<file path="src/rtl/stage_writeback.sv">
// stage_writeback: last CPU pipeline stage. It commits modified datums to DRAM, drives the EXT output byte channel and resolves loop branch conditions for fetch.
// Latency: accept, DRAM commit and the unbuffered EXT byte are combinational in the accept cycle; loop pulses and FIFO-buffered bytes appear 1 cycle after accept.
// Backpressure: only OP_OUT can stall (ack=0), while the EXT sink is not ready or, in buffered builds, while the output FIFO is full and the sink is not ready.
//
// Optional feature: define WRITEBACK_OUT_FIFO_EN to add a FIFO_DEPTH-entry output byte FIFO.
//
// Ports:
//   clk, reset          single clock; synchronous active-low reset
//   operation_in        one-hot op from execute (all-zero = bubble)
//   a_in, dp_in         datum and registered data pointer from execute
//   ack                 operation accepted this cycle (execute's ack_in)
//   dwe, dwa, dwd       DRAM write port, committed in the accept cycle
//   cout_d, cout_wr     EXT output byte / valid
//   cout_rdy            EXT sink ready; transfer when cout_wr && cout_rdy
//   loop_skip           1-cycle pulse: accepted LOOPBEGIN saw datum 0
//   loop_back           1-cycle pulse: accepted LOOPEND saw non-zero datum
module stage_writeback #(
    parameter int A_WIDTH    = 12,
    parameter int D_WIDTH    = 8,
    parameter int FIFO_DEPTH = 4,
    parameter int OPCODE_MSB = 7
) (
    input  logic                  clk,
    input  logic                  reset,
    input  logic [OPCODE_MSB:0]   operation_in,
    input  logic [D_WIDTH-1:0]    a_in,
    input  logic [A_WIDTH-1:0]    dp_in,
    output logic                  ack,
    output logic                  dwe,
    output logic [A_WIDTH-1:0]    dwa,
    output logic [D_WIDTH-1:0]    dwd,
    output logic [7:0]            cout_d,
    output logic                  cout_wr,
    input  logic                  cout_rdy,
    output logic                  loop_skip,
    output logic                  loop_back
);

    // One-hot opcode bit positions shared with the execute stage.
    localparam int OP_INCDP     = 0;
    localparam int OP_DECDP     = 1;
    localparam int OP_INC       = 2;
    localparam int OP_DEC       = 3;
    localparam int OP_OUT       = 4;
    localparam int OP_IN        = 5;
    localparam int OP_LOOPBEGIN = 6;
    localparam int OP_LOOPEND   = 7;

    logic       is_out;
    logic       is_wr;
    logic       stall;
    logic [7:0] out_byte;

    assign is_out = operation_in[OP_OUT];
    assign is_wr  = operation_in[OP_INC] | operation_in[OP_DEC] | operation_in[OP_IN];

    // Pointer moves (INCDP/DECDP) are resolved upstream; here they behave as bubbles.
    // Gating with reset keeps ack (and with it every side effect) low during reset.
    assign ack = reset && !stall;

    // Commit in the accept cycle so DRAM is up to date at the same edge that
    // execute's forwarding register retires the value.
    assign dwe = ack && is_wr;
    assign dwa = dp_in;
    assign dwd = a_in;

    generate
        if (D_WIDTH >= 8) begin : g_byte_trunc
            assign out_byte = a_in[7:0];
        end else begin : g_byte_zext
            assign out_byte = {{(8 - D_WIDTH){1'b0}}, a_in};
        end
    endgenerate

    // Loop resolution, registered: one-cycle pulses after the accept edge.
    logic loop_skip_q, loop_skip_d;
    logic loop_back_q, loop_back_d;

    always_comb begin
        loop_skip_d = ack && operation_in[OP_LOOPBEGIN] && (a_in == '0);
        loop_back_d = ack && operation_in[OP_LOOPEND]   && (a_in != '0);
    end

    always_ff @(posedge clk) begin
        if (!reset) begin
            loop_skip_q <= 1'b0;
            loop_back_q <= 1'b0;
        end else begin
            loop_skip_q <= loop_skip_d;
            loop_back_q <= loop_back_d;
        end
    end

    assign loop_skip = loop_skip_q;
    assign loop_back = loop_back_q;

`ifdef WRITEBACK_OUT_FIFO_EN
    localparam int PTR_W = $clog2(FIFO_DEPTH);
    localparam int CNT_W = PTR_W + 1;
    localparam logic [CNT_W-1:0] FULL_CNT = CNT_W'(FIFO_DEPTH);

    logic [7:0]       mem_q [FIFO_DEPTH];
    logic [PTR_W-1:0] wr_ptr_q, wr_ptr_d;
    logic [PTR_W-1:0] rd_ptr_q, rd_ptr_d;
    logic [CNT_W-1:0] count_q, count_d;
    logic             full;
    logic             push;
    logic             pop;

    assign full = (count_q == FULL_CNT);

    // A full FIFO still accepts when the sink drains the head in the same
    // cycle: the head is read before the edge that overwrites its slot.
    assign stall = is_out && full && !cout_rdy;
    assign push  = ack && is_out;

    // Gated by reset so nothing leaks to the sink while buffered bytes are being discarded.
    assign cout_wr = reset && (count_q != '0);
    assign cout_d  = cout_wr ? mem_q[rd_ptr_q] : 8'h00;
    assign pop     = cout_wr && cout_rdy;

    always_comb begin
        wr_ptr_d = wr_ptr_q + PTR_W'(push);
        rd_ptr_d = rd_ptr_q + PTR_W'(pop);
        count_d  = count_q + CNT_W'(push) - CNT_W'(pop);
    end

    always_ff @(posedge clk) begin
        if (!reset) begin
            wr_ptr_q <= '0;
            rd_ptr_q <= '0;
            count_q  <= '0;
        end else begin
            wr_ptr_q <= wr_ptr_d;
            rd_ptr_q <= rd_ptr_d;
            count_q  <= count_d;
        end
    end

    // Storage needs no reset: the count alone decides what is valid.
    always_ff @(posedge clk) begin
        if (push) begin
            mem_q[wr_ptr_q] <= out_byte;
        end
    end
`else
    // Unbuffered: the byte goes straight to the sink; OP_OUT waits for cout_rdy
    // and the transfer coincides with the accept edge.
    assign stall   = is_out && !cout_rdy;
    assign cout_wr = reset && is_out;
    assign cout_d  = reset ? out_byte : 8'h00;
`endif

endmodule

</file>
<file path="config.mk">
export PLATFORM = sky130hd
export DESIGN_NAME = stage_writeback
export DESIGN_NICKNAME = d
export VERILOG_FILES = /design/src/rtl/stage_writeback.sv
export SDC_FILE = /design/constraint.sdc
export NUM_CORES = 1
export LEC_CHECK = 0
export ABC_CLOCK_PERIOD_IN_PS = 900
export CAP_MARGIN = 25
export CORE_AREA = 3 3 48 50
export CTS_BUF_LIST = sky130_fd_sc_hd__clkbuf_8
export DETAILED_ROUTE_END_ITERATION = 8
export DIE_AREA = 0 0 51 53
export HOLD_SLACK_MARGIN = 0.12
export PLACE_DENSITY = 0.75
export RECOVER_POWER = 25
export SLEW_MARGIN = 0
export SYNTH_ARGS = -nofsm -noshare
export SYNTH_HDL_FRONTEND = slang
export SYNTH_SLANG_ARGS = --single-unit
</file>
<file path="constraint.sdc">
create_clock -name clk -period 0.9 [get_ports clk]
set_clock_uncertainty 0.15 [all_clocks]
set_input_delay 0.18 -clock clk [delete_from_list [all_inputs] [get_ports clk]]
set_output_delay 0.18 -clock clk [all_outputs]
set_load 0.02 [all_outputs]
</file>
After elaboration in Yosys (flattened, before gate mapping)
Cells that the tools add are included.
{"block": "word_totals", "register_bits": 2, "out_inout_bits": 33}
{"block": "classes", "mux": 1, "bitwise_logic": 2, "reduce_logical": 12}
{"cell": "$logic_and A1 B1 Y1", "count": 8}
{"cell": "$logic_not A8 Y1", "count": 1}
{"cell": "$mux W8", "count": 1}
{"cell": "$reduce_bool A8 Y1", "count": 1}
{"cell": "$logic_not A1 Y1", "count": 2}
{"cell": "$or A1 B1 Y1", "count": 2}

Longest topological paths before layout
Gate-level depths: netlist of run 1.
{"block": "depth", "ltp_word": 6, "depth_mapped": 3, "depth_no_buf": 3}

Worst setup path after synthesis of run 1
OpenSTA, ideal clock, no wires.
{"block": "synth_path", "kind": "input to output", "from": "in cout_rdy", "to": "out dwe", "arrival_ns": 0.707, "required_ns": 0.570, "slack_ns": -0.137, "path_stages": 3, "path_buffers": 0, "cell_sequence": "inv_1 > a21boi_4 > o31a_2"}
{"block": "synth_between", "elab_chain_len": 5}
{"item": "start, declared", "line_no": "34", "text": "input logic cout_rdy,"}
{"item": "$logic_not A1 Y1", "line_no": "149", "text": "assign stall = is_out && !cout_rdy;"}
{"item": "$logic_and A1 B1 Y1", "line_no": "149"}
{"item": "$logic_not A1 Y1", "line_no": "59", "text": "assign ack = reset && !stall;"}
{"item": "$logic_and A1 B1 Y1", "line_no": "59"}
{"item": "via ack", "line_no": "28", "text": "output logic ack,"}
{"item": "$logic_and A1 B1 Y1", "line_no": "63", "text": "assign dwe = ack && is_wr;"}
{"item": "end, declared", "line_no": "29", "text": "output logic dwe,"}
The timed path passes the listed nets, and every way through them passes these cells.

Worst setup path in the final report of run 1
{"block": "layout_path", "from": "in operation_in[3]", "to": "out dwe"}
{"block": "layout_between", "elab_chain_len": 3}
{"item": "start, declared", "line_no": "25", "text": "input logic [OPCODE_MSB:0] operation_in,"}
{"item": "$or A1 B1 Y1 (2 in series)", "line_no": "55", "text": "assign is_wr = operation_in[OP_INC] | operation_in[OP_DEC] | operation_in[OP_IN];"}
{"item": "$logic_and A1 B1 Y1", "line_no": "63"}
Every way passes these cells.

==> impl_metrics.py, run 1 <==
metrics = {
    "clock_network": {
        "h-tree-depth": 1,
        "post_cts_buffers": 0,
        "cts_hold_repair.buffers": 0,
        "cts_made_buffers": 3,
        "clock-root-buffer": "clkbuf_8",
        "clockBufferDepth": 2,
        "clkSinkCount": 2,
        "cts_tree": "yes",
    },
    "yosys": {
        "synth_top_cell_area_share_pct": 44.94,
        "ys_ff_latch": 2,
        "synth_nets": 70,
        "yosysSeqAreaShare_pct": 11.99,
        "synth_area_um2": 334.1,
        "yosysUniqueCellTypes": 10,
        "synth_area_per_cell_um2": 8.566,
        "syn_inst": 39,
        "yosys.area.top_type": "buf_4",
        "synth.area.top_cells": "buf_4 45%, and2_2 20%, dfxtp_1 12%, nor4_2 7.5%, a21boi_4 5.6%",
        "ys_warn_count": 0,
    },
    "finish": {
        "final_cell_mix": "28 x buf_6, 9 x and2_4, 7 x buf_2, 5 x buf_4, 5 x clkdlybuf4s15_2",
        "nNetsFinal": 104,
        "finalInstanceArea_um2": 792.0,
        "area_growth_pct": 137.1,
        "antenna_cells": 0,
        "drive_gt1_share_pct": 92.96,
        "num-fill-cells": 211,
        "layout_commonest_cell": "buf_6",
    },
    "global_routing": {
        "grt-ovfl-total": 0,
        "grt_usage_pct": 9.917,
        "grt_pass1_vias": 423,
        "antenna_found_initial": 0,
        "grt_pass1_wl_um": 1952,
        "grt_max_degree": 6,
    },
    "place": {
        "port-buffer-count": 37,
        "place_congestion": 0.6209,
        "dpl.hpwl_um": 943,
        "post_dp_cell_area_um2": 695.7,
    },
    "flow_run": {
        "max_cap_viol_count": 0,
    },
    "drt": {
        "wl_um": 1183,
        "vias": 361,
        "drt-pass1-iter-count": 3,
        "route.detailed.drc": 0,
        "wire_per_inst_um": 12.07,
        "vias_per_cell": 3.684,
        "drt_iter0_markers": 3,
        "ant_nets": 0,
    },
    "timing": {
        "hold_ws_ns": 0.2100,
        "rsz0062_at_grt": "true",
        "fin_crit_sh_pct": 118.5,
        "setup_viol": 14,
        "final-max-slew-violation-count": 0,
        "fin_crit_ns": 1.066,
        "fin_ws_ns": -0.1662,
        "relSlewSlack_pct": 85.61,
        "hold_viol": 0,
        "tightestPinTransition_ns": 0.2142,
        "max_freq_mhz": 937.9,
    },
    "pwr": {
        "p_total_mw": 0.8090,
        "powerDensity_nw_per_um2": 1021,
        "leakagePower_nw": 0.3834,
        "vdd.ir_drop.worst_mv": 0.4398,
    },
    "floorplan": {
        "rows": 16,
        "io_pins": 64,
        "die-area_um2": 2703,
        "dieHeight_um": 53,
        "core-area_um2": 1942,
        "start_util_pct": 17.20,
        "dieWidth_um": 51,
    },
    "worst_setup_path": {
        "required_ns": 0.57,
        "critPathCaptureType": "output port",
        "critPathKind": "input pin to output port",
        "arrival_ns": 0.74,
        "start_kind": "input pin",
        "crit_fanout": 1,
    },
    "outcome": {
        "status": "complete, but fails checks",
        "violations": "setup timing",
    },
    "min_path": {
        "hold_path.class": "input pin to output port",
    },
}
-- registers in the layout, summed over array words and instances, names as in the netlist --
| name | cells |
|---|---|
| loop_skip | 1 |
| loop_back | 1 |
-- where the power goes --
part | total, mW | internal (mW) | leakage (nW) | switching [mW]
combinational | 0.367 | 0.219 | 0.345 | 0.148
sequential | 0.0933 | 0.0924 | 0.0172 | 0.000938
clock | 0.349 | 0.282 | 0.0216 | 0.0666
total | 0.809 | 0.594 | 0.383 | 0.215
-- path summary, 6_finish.rpt --
path / startpoint / end / slack (ns) / cells after the start
setup / recovery: operation_in[3] / dwe / -0.17 / 3
hold / removal: dp_in[1] / dwa[1] / 0.21 / 0
-- cell usage after synthesis --
cell       n
a21boi_4   1
and2_2     9
and3_1     1
and4_1     1
buf_4     20
dfxtp_1    2
inv_1      1
nand2_1    1
nor4_2     2
o31a_2     1
-- worst max-delay path, stage by stage --
cell and delay (ns):
buf_6 0.09, o31a_4 0.33, buf_6 0.13
-- cells by family after synthesis --
family	count (synthesis)	synth area share, %
AO/OA/AOI/OAI	2	8.615
buffers and inverters	21	46.07
flip-flops	2	11.99
AND/OR/NAND/NOR	14	33.33
-- what timing repair did --
item / CTS / global route
pin swaps: 6 / 5
cloned: 1 / 0
resized for setup: 188 / 8
endpoints found under the setup margin: 23 / 15
-- routing by layer --
layer	track usage, %	routed length (um)
met2	19.10	760
met3	2.535	92
met4	7.175	6
met5	0	0
met1	8.863	323
-- stage by stage --
step / TNS [ns] / setup slack [ns] / cells / utilization (%)
after detailed placement: -18.73 / -1.049 / 94 / 35.82
after CTS: -1.169 / -0.1695 / 98 / 39.11
after global placement: -18.58 / -1.043 / 94 / 35.82
after floorplan: -0.08137 / -0.08137 / 39 / -
after global routing: -1.349 / -0.1780 / 98 / 40.79
final: -1.072 / -0.1662 / 98 / 40.79
-- cell type report --
type | instances | area, um^2 | share of cell area (%)
Inverter | 1 | 3.754 | 0.4739
Multi-Input combinational cell | 16 | 176.4 | 22.27
Clock buffer | 3 | 41.29 | 5.213
Sequential cell | 2 | 42.54 | 5.371
Timing Repair Buffer | 49 | 494.2 | 62.40
Tap cell | 27 | 33.78 | 4.265
(Power assumes the default switching activity.)
==> run 2, diff against run 1 <==
--- a/config.mk
+++ b/config.mk
@@ -7,10 +7,10 @@
 export LEC_CHECK = 0
 export ABC_CLOCK_PERIOD_IN_PS = 900
 export CAP_MARGIN = 25
-export CORE_AREA = 3 3 48 50
+export CORE_AREA = 2 2 47 49
 export CTS_BUF_LIST = sky130_fd_sc_hd__clkbuf_8
 export DETAILED_ROUTE_END_ITERATION = 8
-export DIE_AREA = 0 0 51 53
+export DIE_AREA = 0 0 49 51
 export HOLD_SLACK_MARGIN = 0.12
 export PLACE_DENSITY = 0.75
 export RECOVER_POWER = 25
==> run 2 against run 1 <==
The flow still finishes with violations (setup timing). Die area is 7.5% lower. Non-clock buffer count grew 1. Clock power is 4% higher. Final area is 0.47% higher. Fmax grew 0.34%. Combinational power rose by 1%. Routed wire length decreased by 0.34%. Sequential power hardly changed. Via count is 7.2% higher. Critical path type unchanged. Highest routed layer unchanged.
==> impl_metrics.py, run 2 (same netlist as run 1, synthesis figures left out) <==
metrics = {
    "floorplan": {
        "dieHeight_um": 51,
        "core-area_um2": 2063,
        "rows": 17,
        "dieWidth_um": 49,
        "io_pins": 64,
        "die-area_um2": 2499,
        "start_util_pct": 16.19,
    },
    "timing": {
        "tightestPinTransition_ns": 0.2252,
        "hold_viol": 0,
        "relSlewSlack_pct": 84.87,
        "max_freq_mhz": 941.1,
        "final-max-slew-violation-count": 0,
        "fin_crit_ns": 1.063,
        "rsz0062_at_grt": "true",
        "hold_ws_ns": 0.1932,
        "setup_viol": 14,
        "finalSetupTns_ns": -1.157,
        "fin_ws_ns": -0.1626,
        "fin_crit_sh_pct": 118.1,
    },
    "drt": {
        "vias": 387,
        "wl_um": 1179,
        "wire_per_inst_um": 11.79,
        "vias_per_cell": 3.870,
        "drt-pass1-iter-count": 1,
        "drt_iter0_markers": 0,
        "ant_nets": 0,
        "route.detailed.drc": 0,
    },
    "place": {
        "port-buffer-count": 37,
        "dpl.hpwl_um": 908,
        "place_congestion": 0.6418,
        "post_dp_cell_area_um2": 689.4,
    },
    "finish": {
        "antenna_cells": 0,
        "drive_gt1_share_pct": 93.06,
        "final_cell_mix": "31 x buf_6, 9 x and2_4, 9 x buf_2, 4 x clkdlybuf4s15_2",
        "area_growth_pct": 138.2,
        "layout_commonest_cell": "buf_6",
        "finalInstanceArea_um2": 795.8,
        "final_util_pct": 38.57,
        "nNetsFinal": 105,
    },
    "worst_setup_path": {
        "start_kind": "input pin",
        "required_ns": 0.57,
        "critPathKind": "input pin to output port",
        "critPathCaptureType": "output port",
        "crit_fanout": 1,
        "arrival_ns": 0.73,
    },
    "flow_run": {
        "max_cap_viol_count": 0,
    },
    "pwr": {
        "powerDensity_nw_per_um2": 1039,
        "vdd.ir_drop.worst_mv": 0.5734,
        "leakagePower_nw": 0.3877,
    },
    "clock_network": {
        "clock-root-buffer": "clkbuf_8",
        "h-tree-depth": 1,
        "clockBufferDepth": 2,
        "clk_pin_slew_ns": 0.03,
        "cts_made_buffers": 3,
        "clkSinkCount": 2,
        "cts_hold_repair.buffers": 0,
        "cts_tree": "yes",
    },
    "global_routing": {
        "antenna_found_initial": 0,
        "grt_usage_pct": 10.75,
        "grt_pass1_wl_um": 1952,
        "grt_pass1_vias": 439,
        "grt-ovfl-total": 0,
        "grt_max_degree": 6,
    },
    "outcome": {
        "status": "complete, but fails checks",
        "violations": "setup timing",
    },
    "min_path": {
        "min_to": "loop_skip",
        "holdCritStartpoint": "a_in[3]",
        "hold_path.class": "input pin to flip-flop",
        "hold_path_depth": 4,
    },
}
run 2: report_power, final:
part | internal [mW] | leakage (nW) | switching, mW
sequential | 0.0923 | 0.0172 | 0.000984
combinational | 0.221 | 0.349 | 0.150
clock | 0.284 | 0.0216 | 0.0786
total | 0.597 | 0.388 | 0.229
run 2: how the worst max path moves through the flow:
stage | cells after the start | startpoint | end
after global routing | 4 | reset | dwe
final | 3 | operation_in[5] | dwe
after floorplan | 2 | reset | dwe
after global placement | 4 | reset | dwe
after detailed placement | 4 | reset | dwe
after CTS | 3 | operation_in[5] | dwe
run 2: final cells by class:
cell class / count / area (um^2)
flip-flops and latches: 2 / 42.54
fillers: 219 / 1267
repair buffers: 50 / 496.7
inverters: 1 / 3.754
well taps: 28 / 35.03
clock buffers: 3 / 41.29
multi-input cells: 16 / 176.4
run 2: what timing repair did:
item	CTS	global route
cloned	1	0
gates resized for setup	188	8
setup endpoints to repair	23	15
buffers inserted	1	1
pin swaps	7	5
run 2: worst max-delay path: stages:
cell and delay, ns:
buf_6 0.09, o31a_4 0.33, buf_6 0.13
run 2: routing by layer:
| metal | global-route usage (%) | up-vias | wire length (um) |
|---|---|---|---|
| met5 | 0 | - | 0 |
| met4 | 10.48 | 0 | 55 |
| met3 | 4.386 | 10 | 158 |
| met2 | 18.95 | 31 | 590 |
| met1 | 9.155 | 173 | 375 |
| li1 | - | 173 | - |
run 2: stage by stage:
stage,power (mW),instances,worst slack [ns]
floorplan,0.3055,39,-0.08137
global placement,0.4219,94,-1.066
detailed placement,0.4266,94,-1.091
CTS,0.8373,99,-0.1633
global route,0.8789,100,-0.1706
finish,0.8264,100,-0.1626
==> run 3, diff against run 2 <==
--- a/config.mk
+++ b/config.mk
@@ -14,7 +14,7 @@
 export HOLD_SLACK_MARGIN = 0.12
 export PLACE_DENSITY = 0.75
 export RECOVER_POWER = 25
-export SLEW_MARGIN = 0
+export SLEW_MARGIN = 20
 export SYNTH_ARGS = -nofsm -noshare
 export SYNTH_HDL_FRONTEND = slang
 export SYNTH_SLANG_ARGS = --single-unit
==> results of run 3 <==
No change in the layout: final DEF, timing and power equal those of run 2.
